`src/rtl/sramlike_arbiter_pkg.sv`:
```
// rtl/sramlike_arbiter_pkg.sv - shared state/owner encodings for the sram-like arbiter
package sramlike_arbiter_pkg;

  typedef enum logic {
    ST_IDLE = 1'b0,
    ST_BUSY = 1'b1
  } state_e;

  typedef enum logic {
    OWN_INST = 1'b0,
    OWN_DATA = 1'b1
  } owner_e;

  localparam int                  STARVE_W   = 3;
  localparam logic [STARVE_W-1:0] STARVE_MAX = '1;

endpackage

```
`src/rtl/sramlike_arbiter.sv`:
```
// rtl/sramlike_arbiter.sv - 2:1 sram-like arbiter, inst/data slaves onto one master
// Request path is combinational; only FSM state, owner and starvation count are registered.
module sramlike_arbiter
  import sramlike_arbiter_pkg::*;
#(
  parameter int unsigned STARVE_LIMIT = 4
) (
  input  logic        clk,
  input  logic        rst,
  input  logic        inst_req,
  input  logic        inst_wr,
  input  logic [1:0]  inst_size,
  input  logic [31:0] inst_addr,
  input  logic [31:0] inst_wdata,
  output logic [31:0] inst_rdata,
  output logic        inst_addr_ok,
  output logic        inst_data_ok,
  input  logic        data_req,
  input  logic        data_wr,
  input  logic [1:0]  data_size,
  input  logic [31:0] data_addr,
  input  logic [31:0] data_wdata,
  output logic [31:0] data_rdata,
  output logic        data_addr_ok,
  output logic        data_data_ok,
  output logic        m_req,
  output logic        m_wr,
  output logic [1:0]  m_size,
  output logic [31:0] m_addr,
  output logic [31:0] m_wdata,
  input  logic [31:0] m_rdata,
  input  logic        m_addr_ok,
  input  logic        m_data_ok
);

  state_e              state_q, state_d;
  owner_e              owner_q, owner_d;
  logic [STARVE_W-1:0] starve_q, starve_d;

  logic   starve_ok;
  logic   grant_vld;
  owner_e grant_sel;
  logic   addr_hs;
  logic   ok_vld;
  owner_e ok_sel;

  assign starve_ok = (32'(starve_q) < STARVE_LIMIT);

  // Grants are suppressed while in reset so nothing leaks to the master.
  always_comb begin
    grant_vld = 1'b0;
    grant_sel = OWN_INST;
    if (rst && (state_q == ST_IDLE)) begin
      if (data_req && starve_ok) begin
        grant_vld = 1'b1;
        grant_sel = OWN_DATA;
      end else if (inst_req) begin
        grant_vld = 1'b1;
        grant_sel = OWN_INST;
      end else if (data_req) begin
        grant_vld = 1'b1;
        grant_sel = OWN_DATA;
      end
    end
  end

  always_comb begin
    m_req   = 1'b0;
    m_wr    = 1'b0;
    m_size  = 2'd0;
    m_addr  = 32'd0;
    m_wdata = 32'd0;
    if (grant_vld) begin
      m_req = 1'b1;
      if (grant_sel == OWN_DATA) begin
        m_wr    = data_wr;
        m_size  = data_size;
        m_addr  = data_addr;
        m_wdata = data_wdata;
      end else begin
        m_wr    = inst_wr;
        m_size  = inst_size;
        m_addr  = inst_addr;
        m_wdata = inst_wdata;
      end
    end
  end

  assign addr_hs      = grant_vld & m_addr_ok;
  assign inst_addr_ok = addr_hs & (grant_sel == OWN_INST);
  assign data_addr_ok = addr_hs & (grant_sel == OWN_DATA);

  // A data_ok in IDLE only counts when it coincides with an address handshake.
  always_comb begin
    ok_vld = 1'b0;
    ok_sel = OWN_INST;
    if (rst) begin
      if (state_q == ST_BUSY) begin
        ok_vld = m_data_ok;
        ok_sel = owner_q;
      end else if (addr_hs && m_data_ok) begin
        ok_vld = 1'b1;
        ok_sel = grant_sel;
      end
    end
  end

  assign inst_data_ok = ok_vld & (ok_sel == OWN_INST);
  assign data_data_ok = ok_vld & (ok_sel == OWN_DATA);
  assign inst_rdata   = m_rdata;
  assign data_rdata   = m_rdata;

  always_comb begin
    state_d  = state_q;
    owner_d  = owner_q;
    starve_d = starve_q;
    case (state_q)
      ST_IDLE: begin
        if (addr_hs && !m_data_ok) begin
          state_d = ST_BUSY;
          owner_d = grant_sel;
        end
      end
      ST_BUSY: begin
        if (m_data_ok) begin
          state_d = ST_IDLE;
        end
      end
    endcase
    if (!inst_req) begin
      starve_d = '0;
    end else if (addr_hs) begin
      if (grant_sel == OWN_INST) begin
        starve_d = '0;
      end else if (starve_q != STARVE_MAX) begin
        starve_d = starve_q + 1'b1;
      end
    end
  end

  always_ff @(posedge clk) begin
    if (!rst) begin
      state_q  <= ST_IDLE;
      owner_q  <= OWN_INST;
      starve_q <= '0;
    end else begin
      state_q  <= state_d;
      owner_q  <= owner_d;
      starve_q <= starve_d;
    end
  end

endmodule
```
`config.mk`:
```
export PLATFORM = sky130hd
export DESIGN_NAME = sramlike_arbiter
export DESIGN_NICKNAME = d
export VERILOG_FILES = /design/src/rtl/sramlike_arbiter_pkg.sv /design/src/rtl/sramlike_arbiter.sv
export SDC_FILE = /design/constraint.sdc
export NUM_CORES = 1
export LEC_CHECK = 0
export ABC_AREA = 1
export CORE_AREA = 10 10 110 112
export DETAILED_ROUTE_END_ITERATION = 10
export DIE_AREA = 0 0 120 122
export PLACE_DENSITY_LB_ADDON = 0.1
export SLEW_MARGIN = 20
export SYNTH_ARGS = -nofsm -noshare
export SYNTH_HDL_FRONTEND = slang
export SYNTH_SLANG_ARGS = --single-unit
```
`constraint.sdc`:
```
create_clock -name clk -period 3.54 [get_ports clk]
set_input_delay 0.708 -clock clk [delete_from_list [all_inputs] [get_ports clk]]
set_output_delay 0.708 -clock clk [all_outputs]
set_load 0.02 [all_outputs]
```
## Word-level counts from Yosys, hierarchy flattened

Index checks and enable logic that the tools add are counted.

| word-level totals | value |
|---|---|
| flip-flop bits (word level) | 5 |
| latch bits | 0 |
| memory bits (writable) | 0 |
| ROM bits | 0 |
| input port bits | 172 |
| output and inout port bits | 136 |
| logic and storage cells | 50 |
| memories kept | 0 |

| cells by class | value |
|---|---|
| $add $sub $neg | 1 |
| $mul | 0 |
| div/mod/pow operators | 0 |
| order comparisons | 1 |
| eq/ne operators | 2 |
| shifts and indexed selects | 0 |
| multiplexer cells | 27 |
| bitwise gates (word level) | 8 |
| reductions and logical operators | 8 |

Operators by type and width:

| cell | count |
|---|---|
| 2-to-1 mux 32 bit | 4 |
| 2-to-1 mux 1 bit | 18 |
| 2-to-1 mux 3 bit | 2 |
| AND reduction 2 bit | 3 |
| bitwise AND 1 bit | 5 |
| logical AND 1 bit | 4 |
| 2-to-1 mux 2 bit | 2 |
| adder 3 x 1 -> 3 bit, second input constant | 1 |
| less-than comparator 3 bit, second input constant | 1 |
| inequality test 3 bit, second input constant | 1 |
| NOT 1 bit | 3 |
| inequality test 2 x 1 -> 1 bit, second input constant | 1 |
| one-hot mux 1 bit (2 select lines) | 1 |
| zero test 1 bit | 1 |

## Longest topological paths before layout

Gate-level depths: netlist of run 1.

| depth | value |
|---|---|
| depth in word-level cells | 11 |
| gate-level depth with buffers | 8 |
| depth with buffers taken out | 8 |

## Least setup slack after synthesis of run 1

Ideal clock, no wire load.

| timing | value |
|---|---|
| path kind | in2out |
| start | input inst_req |
| end | output m_addr[0] |
| data arrival time | 1.683 ns |
| setup slack | 1.149 ns |
| stages | 7 |
| path buffers | 2 |
| cells stage by stage | nand2_1 nand2_2 inv_2 buf_4 clkbuf_1 o21ai_0 nor2_1 |

| on the way | value |
|---|---|
| longest elaborated chain between the ends | 5 |
| elaborated cells on any way between the ends | 8 |

Ends and longest elaborated chain:

| item | line | text |
|---|---|---|
| start: declaration | sramlike_arbiter.sv:10 | `input logic inst_req,` |
| 2-to-1 mux 1 bit | sramlike_arbiter.sv:57 | `end else if (inst_req) begin` |
| 2-to-1 mux 1 bit | sramlike_arbiter.sv:54 | `if (data_req && starve_ok) begin` |
| 2-to-1 mux 1 bit | sramlike_arbiter.sv:53 | `if (rst && (state_q == ST_IDLE)) begin` |
| 2-to-1 mux 32 bit | sramlike_arbiter.sv:75 | `if (grant_sel == OWN_DATA) begin` |
| 2-to-1 mux 32 bit (*) | sramlike_arbiter.sv:73 | `if (grant_vld) begin` |
| end: declaration | sramlike_arbiter.sv:29 | `output logic [31:0] m_addr,` |

Every way passes the cells marked *; elsewhere a longest branch is shown, timed or not.

## Worst setup path after layout of run 1

| timing | value |
|---|---|
| start | input rst |
| end | output m_wdata[20] |

| on the way | value |
|---|---|
| longest elaborated chain between the ends | 4 |
| elaborated cells on any way between the ends | 5 |

Ends and longest elaborated chain:

| item | line | text |
|---|---|---|
| start: declaration | sramlike_arbiter.sv:9 | `input logic rst,` |
| logical AND 1 bit (*) | sramlike_arbiter.sv:53 |  |
| 2-to-1 mux 1 bit | sramlike_arbiter.sv:53 |  |
| 2-to-1 mux 32 bit | sramlike_arbiter.sv:75 |  |
| 2-to-1 mux 32 bit (*) | sramlike_arbiter.sv:73 |  |
| end: declaration | sramlike_arbiter.sv:30 | `output logic [31:0] m_wdata,` |

Marks and branches as above.

==> results.yml, run 1 <==
status:
  status: "complete, no violations"
logic_synthesis:
  netlist_top_cells_count: "108 x nor2_1, 65 x buf_4, 62 x o21ai_0, 31 x nor2_2, 17 x nand2_1"
  yosys.area.top_type: "buf_4"
  synth_compound_area_share_pct: 18.9
  synth_top_family_by_area: "simple AND/OR/NAND/NOR gates"
  synth_edf_count: 0
  synth.distinct_cells: 21
  synthAdderAreaFrac_pct: 1.31
  synth_area_per_cell_sq_um: 5.49
  ys_async_sr_fraction_pct: 0
  syn_area_sq_mm: 0.00192
  synth-simple-area-share_pct: 38.9
  synthTopCellsByArea: "buf_4 25%, nor2_1 21%, o21ai_0 16%"
  syn-num-nets: 523
  syn_inst: 349
  yosysSeqAreaShare_pct: 5.22
  synthFlopType: "dfxtp_1"
  yosysMostFrequentCell: "nor2_1"
  synth_seq_cells: 5
  synthMuxAreaShare_pct: 0
  yosys_warnings: 0
  synth_xor_area_share_pct: 0
  yosysTopAreaCellShare_pct: 25.5
floorplanning:
  core_sq_mm: 0.0100
  ioPinCount: 308
  die_w_um: 120
  rows: 37
  start_util_pct: 19.1
  die_y_um: 122
  dieArea_sq_mm: 0.0146
critical_path:
  endpoint_kind: "output pin"
  critical_path_class: "primary input to output pin"
  cp.arrival_ns: 2.70
  startpoint: "rst"
  r2r_start: "starve_q[0]"
  crit_fanout: 41
  critical_path_required_ns: 2.83
  cp-start-kind: "primary input"
pwr:
  p_leak_nw: 1.47
  vdd_ir_drop_max_mv: 0.127
  p_per_area_mw_per_mm2: 178
  total_power_mw: 0.673
finish:
  regArea_sq_um: 100
  design_area_sq_mm: 0.00378
  fin_cells: 626
  multi_input_area_sq_mm: 0.00113
  drive_gt1_share_pct: 11.4
  area_growth_pct: 97.3
  diodes: 0
  nNetsFinal: 665
  fill_cells: 1091
clock_network:
  cts_setup_buffers: 0
  h-tree-depth: 1
  cts.clk_slew.worst_paths_ns: 0.03
  holdBufCountCts: 0
  cts_buffers: 3
  clock_latency_ns: 0.22
  clockBufferDepth: 2
  cts-root-buf: "clkbuf_8"
  cts_resized: 0
  cts_sinks: 5
  cts_tree: "yes"
global_route:
  track_usage_pct: 12.5
  grt_max_degree: 42
  grt-ovfl-total: 0
  antenna_found_initial: 0
  grt_pass1_wl_um: 15000
  first_global_vias: 2565
timing:
  finalCritPeriodShare_pct: 96.3
  setup_violations: 0
  rsz0062_at_grt: "false"
  slew_headroom_pct: 82.0
  worst_slew_pin_slew_ns: 0.269
  finalSetupTns_ns: 0
  holdWs_ns: 0.475
  skew_ns: 0.00260
  finalMaxSlewViolations: 0
  min_period_ns: 3.41
  max_freq_mhz: 293
  finalHoldViolations: 0
placement:
  place_inst: 622
  dpl_cell_area_sq_mm: 0.00373
  hpwl_um: 8560
  portBuffers: 211
  gp_congestion: 0.783
routing:
  post-route-drc-count: 0
  viasPerCell: 4.12
  drt_iter0_markers: 114
  wl_um: 10200
  via_count: 2577
  dr.pass1.iters: 4
  wl_per_cell_um: 16.3
  antenna_left: 0
min_path:
  worstHoldStart: "starve_q[1]"
  min_path_type: "flip-flop to flip-flop"
flow_run:
  drv_cap: 0
-- stage by stage --
stage	utilization, %	setup WS (ns)
floorplan	-	1.15
global placement	37.2	0.127
detailed placement	37.2	0.122
CTS	37.6	0.127
global route	37.7	0.0000877
finish	37.7	0.131
-- power breakdown --
group | leakage (nW) | internal, mW | switching [mW]
registers | 0.0404 | 0.0578 | 0.000681
logic | 1.40 | 0.288 | 0.223
clock network | 0.0228 | 0.0772 | 0.0263
total | 1.47 | 0.423 | 0.250
-- flip-flops by register name (all words and copies together) (netlist names) --
register,flops
owner_q,1
starve_q,3
state_q,1
-- cells in the final DEF, fill, tap and decap left out --
cell and n:
clkdlybuf4s50_1 208, nor2_1 108, o21ai_0 62, nor2_2 31, nand2_1 17, inv_1 11, o21ai_1 6, buf_4 6
buf_12 6, nand3_1 5, dfxtp_1 5, inv_2 4, nand2_2 3, a21oi_1 3, clkbuf_8 3, nor2_4 2
nor3_1 2, ha_1 2, dlymetal6s2s_1 2, clkinv_2 1, nand4_1 1, o21bai_1 1, clkbuf_1 1
-- path summary, 6_finish.rpt --
kind                            slack [ns]  cells past startpoint     endpoint
worst min register to register        0.47                      2  starve_q[1]
worst min-delay path                  0.47                      2  starve_q[1]
worst max-delay path                  0.13                      9  m_wdata[20]
worst max register to register        2.26                      6  starve_q[2]
-- cells by family after synthesis --
logic type               count (synthesis)
adder cells (fa/ha/maj)                  2
AND/OR/NAND/NOR                        169
AO/OA/AOI/OAI                           72
flip-flops                               5
buffers and inverters                  101
-- final cells by class --
type / instances / share of cell area (%)
Tap cell: 136 / 4.50
Inverter: 16 / 1.62
Clock buffer: 4 / 1.19
Timing Repair Buffer: 222 / 60.1
Multi-Input combinational cell: 243 / 30.0
Sequential cell: 5 / 2.65
-- critical path, cell delays in order --
cell and delay, ns:
clkdlybuf4s50_1 0.56, inv_2 0.05, nor2_2 0.11, nand2_2 0.09, clkinv_2 0.09, buf_12 0.19, o21ai_0 0.11, nor2_1 0.12
clkdlybuf4s50_1 0.65
-- layer usage --
| metal | global-route usage (%) | up-vias | share of wire, % |
|---|---|---|---|
| met4 | 3.09 | 0 | 1.6 |
| met3 | 5.23 | 23 | 11 |
| met5 | 0 | - | 0 |
| li1 | - | 1314 | - |
| met2 | 21.7 | 143 | 49 |
| met1 | 14.0 | 1097 | 39 |
No activity file was read; power rests on OpenSTA's default activity.
==> run 2, diff against run 1 <==
--- a/config.mk
+++ b/config.mk
@@ -5,10 +5,9 @@
 export SDC_FILE = /design/constraint.sdc
 export NUM_CORES = 1
 export LEC_CHECK = 0
-export ABC_AREA = 1
-export CORE_AREA = 10 10 110 112
+export CORE_AREA = 10 10 112 114
 export DETAILED_ROUTE_END_ITERATION = 10
-export DIE_AREA = 0 0 120 122
+export DIE_AREA = 0 0 122 124
 export PLACE_DENSITY_LB_ADDON = 0.1
 export SLEW_MARGIN = 20
 export SYNTH_ARGS = -nofsm -noshare
==> constraint.sdc (replaced) <==
create_clock -name clk -period 2.95 [get_ports clk]
set_input_delay 0.59 -clock clk [delete_from_list [all_inputs] [get_ports clk]]
set_output_delay 0.59 -clock clk [all_outputs]
set_load 0.02 [all_outputs]
==> results.yml, run 2 <==
pwr:
  vdd_ir_drop_max_mv: 0.225
  p_per_area_mw_per_mm2: 213
  p_leak_nw: 1.40
logic_synthesis:
  synthFlopType: "dfxtp_1"
  yosysTopAreaCellShare_pct: 43.7
  syn_area_sq_mm: 0.00170
  ys_async_sr_fraction_pct: 0
  yosysMostFrequentCell: "buf_4"
  syn_inst: 192
  synth.distinct_cells: 26
  yosysSeqAreaShare_pct: 5.89
  synth_area_per_cell_sq_um: 8.86
  synth_seq_cells: 5
  yosys.area.top_type: "o221a_1"
  yosys_warnings: 0
  synthTopCellsByArea: "o221a_1 44%, buf_4 31%, dfxtp_1 5.9%"
  synth_edf_count: 0
  netlist_top_cells_count: "70 x buf_4, 66 x o221a_1, 10 x nand2_1, 8 x clkbuf_1, 5 x dfxtp_1"
  syn-num-nets: 366
global_route:
  grt_pass1_wl_um: 13800
  track_usage_pct: 11.4
  grt_max_degree: 38
  first_global_vias: 2237
  grt-ovfl-total: 0
  antenna_found_initial: 0
critical_path:
  slowest_stage: "clkdlybuf4s50_1"
  critical_path_required_ns: 2.36
  cp.arrival_ns: 2.29
  crit_buf_inv: 3
  endpoint_kind: "output pin"
  path_depth: 6
  critical-path-max-stage-delay_ns: 0.52
  crit_chain: "clkdlybuf4s50_1, a21boi_4, nand2_2, buf_12, o221a_1, dlygate4sd2_1"
  cp_top_family: "buffers and inverters"
  critical_path_class: "primary input to output pin"
  crit_fanout: 34
  cp-start-kind: "primary input"
  reg2regPathDepth: 6
placement:
  place_inst: 466
  portBuffers: 211
  hpwl_um: 8170
  dp_slack_ns: -0.245
  gp_congestion: 0.766
clock_network:
  clock_latency_ns: 0.22
  holdBufCountCts: 0
  cts-root-buf: "clkbuf_8"
  clockBufferDepth: 2
  cts.clk_slew.worst_paths_ns: 0.03
  cts_buffers: 3
  h-tree-depth: 1
  cts_tree: "yes"
  cts_sinks: 5
min_path:
  min_path_type: "flip-flop to flip-flop"
  min_path_cells: 2
floorplanning:
  core_sq_mm: 0.0102
  start_util_pct: 16.6
  ioPinCount: 308
  dieArea_sq_mm: 0.0151
  die_y_um: 124
  rows: 37
  die_w_um: 122
routing:
  post-route-drc-count: 0
  wl_per_cell_um: 20.9
  wl_um: 9850
  drt_iter0_markers: 89
  viasPerCell: 4.47
  dr.pass1.iters: 5
  via_count: 2108
  antenna_left: 0
finish:
  mostFrequentLayoutCells: "139 x clkdlybuf4s50_1, 66 x o221a_1, 43 x dlygate4sd2_1, 23 x clkdlybuf4s15_1, 10 x nand2_1"
  top_regs: "starve_q: 3 flops, owner_q: 1 flops, state_q: 1 flops"
  fill_cells: 1060
  multi_input_area_sq_um: 977
  drive_gt1_share_pct: 8.93
  regArea_sq_um: 100
  layout.cells.most_common: "clkdlybuf4s50_1"
  area_growth_pct: 108
  largest_register_ffs: 3
  top_register: "starve_q"
  fin_cells: 472
  diodes: 0
  nNetsFinal: 511
timing:
  setup_violations: 0
  finalCritPeriodShare_pct: 97.5
  holdWs_ns: 0.479
  finalMaxSlewViolations: 0
  rsz0062_at_grt: "false"
  slew_headroom_pct: 82.0
  fin_ws_ns: 0.0727
  max_freq_mhz: 348
  min_period_ns: 2.88
  worst_slew_pin_slew_ns: 0.270
  skew_ns: 0.00159
  finalHoldViolations: 0
flow_run:
  drv_cap: 0
status:
  status: "complete, no violations"
==> run 2: cell count changes after synthesis, moves of 5 or more <==
cell     before  now
nor2_2       31    0
o221a_1       0   66
o21ai_1       6    0
nor2_1      108    1
inv_1        11    0
buf_4        65   70
o21ai_0      62    0
nand2_1      17   10
==> run 2: metal layers <==
metal | wire length (um) | global-route usage (%) | up-vias
li1 | - | - | 1001
met1 | 3540 | 11.7 | 945
met2 | 5150 | 21.7 | 139
met3 | 1000 | 3.85 | 23
met4 | 167 | 2.83 | 0
met5 | 0 | 0 | -
==> run 2: cell families (layout without fill, tap and decap cells) <==
family / after synthesis / after routing / share of synthesized area (%)
flops: 5 / 5 / 5.89
compound gates: 79 / 79 / 50.2
buf+inv: 87 / 231 / 36.7
fa+ha+maj: 2 / 2 / 1.47
simple gates: 19 / 19 / 5.74
==> run 2: layout make-up <==
cell class	instances	share of cell area (%)
multi-input combinational	100	27.6
inverter	1	0.106
sequential	5	2.82
clock buffer	4	1.27
tap	136	4.80
timing repair buffer	226	63.4
==> run 2: worst register-to-register path, delay by kind of cell (launching register included) <==
| kind | cells | cell delay, ns |
|---|---|---|
| AND/OR/NAND/NOR | 2 | 0.48 |
| flip-flops | 1 | 0.35 |
| AO/OA/AOI/OAI | 2 | 0.27 |
| buffers and inverters | 2 | 0.29 |
==> run 2: stage by stage <==
stage	TNS, ns	utilization [%]	power, mW	cell area [sq um]
after global routing	0	34.6	0.803	3540
final	0	34.6	0.754	3540
after CTS	0	34.4	0.762	3520
after floorplan	0	-	0.433	1700
after detailed placement	-14.56	34.6	0.682	3540
after global placement	-14.60	34.6	0.684	3540
==> run 2: worst paths after layout <==
path,start,end,slack (ns)
worst min-delay path,starve_q[1],starve_q[1],0.48
worst min register to register,starve_q[1],starve_q[1],0.48
worst max register to register,state_q,starve_q[0],1.48
worst max-delay path,inst_req,m_wdata[18],0.07
==> run 2: timing repair <==
| item | in CTS | in global routing |
|---|---|---|
| endpoints found under the setup margin | 70 | 22 |
| resized for setup | 85 | 21 |
| pin swaps | 2 | 1 |
| buffers inserted | 1 | 1 |
==> run 2: report_power, final <==
group	switching, mW	internal (mW)	total [mW]
clock network	0.0310	0.0925	0.124
logic	0.240	0.320	0.559
registers	0.00152	0.0694	0.0710
total	0.272	0.482	0.754
==> run 3, diff against run 2 <==
--- a/config.mk
+++ b/config.mk
@@ -8,7 +8,8 @@
 export CORE_AREA = 10 10 112 114
 export DETAILED_ROUTE_END_ITERATION = 10
 export DIE_AREA = 0 0 122 124
-export PLACE_DENSITY_LB_ADDON = 0.1
+export PLACE_DENSITY = 0.73
+export SKIP_CTS_REPAIR_TIMING = 1
 export SLEW_MARGIN = 20
 export SYNTH_ARGS = -nofsm -noshare
 export SYNTH_HDL_FRONTEND = slang
==> results.yml, run 3 (synthesized netlist as in run 2, its figures left out) <==
floorplanning:
  rows: 37
  dieArea_sq_mm: 0.0151
  die_w_um: 122
  core_sq_mm: 0.0102
  die_y_um: 124
  ioPinCount: 308
  start_util_pct: 16.6
critical_path:
  critical_path_class: "primary input to output pin"
  cp.arrival_ns: 2.27
  r2r-end: "starve_q[1]"
  crit_chain: "clkdlybuf4s50_1, a21boi_4, buf_4, buf_12, o221a_1, dlymetal6s2s_1"
  reg2regPathDepth: 6
  cp-start-kind: "primary input"
  critical_path_required_ns: 2.36
  slowest_stage: "clkdlybuf4s50_1"
  r2r_start: "state_q"
  crit_fanout: 39
  endpoint_kind: "output pin"
  critical-path-max-stage-delay_ns: 0.56
  rrSetupSlack_ns: 1.46
finish:
  design_area_sq_mm: 0.00371
  diodes: 0
  regArea_sq_um: 100
  multi_input_area_sq_um: 977
  layout.cells.most_common: "clkdlybuf4s50_1"
  top_regs: "starve_q: 3 flops, owner_q: 1 flops, state_q: 1 flops"
  fill_cells: 1005
  nNetsFinal: 506
  area_growth_pct: 118
  mostFrequentLayoutCells: "140 x clkdlybuf4s50_1, 67 x dlymetal6s2s_1, 66 x o221a_1, 10 x nand2_1, 8 x buf_4"
  top_register: "starve_q"
  largest_register_ffs: 3
  drive_gt1_share_pct: 7.25
  fin_cells: 467
status:
  status: "complete, no violations"
routing:
  antenna_left: 0
  wl_per_cell_um: 22.0
  wl_um: 10300
  post-route-drc-count: 0
  drt_iter0_markers: 101
  dr.pass1.iters: 4
  viasPerCell: 4.62
  via_count: 2158
global_route:
  grt_pass1_wl_um: 14200
  track_usage_pct: 11.7
  antenna_found_initial: 0
  first_global_vias: 2356
  grt-ovfl-total: 0
  grt_max_degree: 40
placement:
  gp_congestion: 0.797
  place_inst: 463
  dpl_cell_area_sq_mm: 0.00349
  hpwl_um: 8520
  portBuffers: 211
clock_network:
  cts.clk_slew.worst_paths_ns: 0.04
  clock_latency_ns: 0.23
  cts_sinks: 5
  cts_tree: "yes"
  clockBufferDepth: 2
  h-tree-depth: 1
  cts-root-buf: "clkbuf_8"
  cts_buffers: 3
pwr:
  p_per_area_mw_per_mm2: 213
  vdd_ir_drop_max_mv: 0.256
  p_leak_nw: 2.17
  total_power_mw: 0.792
timing:
  slew_headroom_pct: 81.6
  finalMaxSlewViolations: 0
  rsz0062_at_grt: "false"
  worst_slew_pin_slew_ns: 0.275
  min_period_ns: 2.86
  finalHoldViolations: 0
  skew_ns: 0.000802
  finalSetupTns_ns: 0
  finalCritPeriodShare_pct: 96.9
  max_freq_mhz: 350
  setup_violations: 0
flow_run:
  drv_cap: 0
min_path:
  min_path_type: "flip-flop to flip-flop"
  worstHoldStart: "starve_q[1]"
  min_to: "starve_q[1]"
  min_path_cells: 2
-- run 3: changes by cell type in the layout (fill, tap and decap cells not counted), sizes merged --
cell,change
buf,-1
dlygate4sd2,-43
clkdlybuf4s50,+1
clkdlybuf4s15,-27
dlymetal6s2s,+66
clkbuf,-1
-- run 3: per-layer routing --
| metal | vias to the layer above | wire length (um) | part of all wire (%) | GRT usage [%] |
|---|---|---|---|---|
| met3 | 38 | 951 | 9.3 | 3.76 |
| li1 | 995 | - | - | - |
| met5 | - | 0 | 0 | 0 |
| met4 | 0 | 276 | 2.7 | 3.58 |
| met1 | 979 | 3880 | 38 | 13.5 |
| met2 | 146 | 5140 | 50 | 20.4 |
-- run 3: critical path: cells and delay by family --
kind | cells | cell delay (ns)
buf+inv | 4 | 1.17
compound gates | 2 | 0.48
-- run 3: worst max path at each step --
stage	end	start
5_1_grt	m_wdata[20]	data_req
3_3_place_gp	m_wdata[20]	data_req
4_1_cts	m_wdata[20]	data_req
6_report	m_wdata[20]	data_req
2_1_floorplan	inst_data_ok	rst
3_5_place_dp	m_wdata[20]	rst
-- run 3: report_power, final --
part / leakage (nW) / internal (mW) / switching (mW)
logic: 2.11 / 0.344 / 0.245
clock network: 0.0228 / 0.0932 / 0.0386
registers: 0.0405 / 0.0694 / 0.00158
total: 2.17 / 0.507 / 0.285
-- run 3: stage by stage --
stage | worst slack, ns | hold WS, ns | utilization [%]
detailed placement | -0.239 | 0.489 | 34.1
CTS | -0.254 | 0.499 | 34.6
floorplan | 0.606 | 0.450 | -
global route | 0.00288 | 0.516 | 36.3
finish | 0.0921 | 0.494 | 36.3
global placement | -0.257 | 0.461 | 34.1
-- run 3: area by class of cell --
type,instances,share of cell area [%]
Clock buffer,4,1.21
Sequential cell,5,2.70
Multi-Input combinational cell,100,26.3
Inverter,1,0.101
Timing Repair Buffer,221,65.1
Tap cell,136,4.59
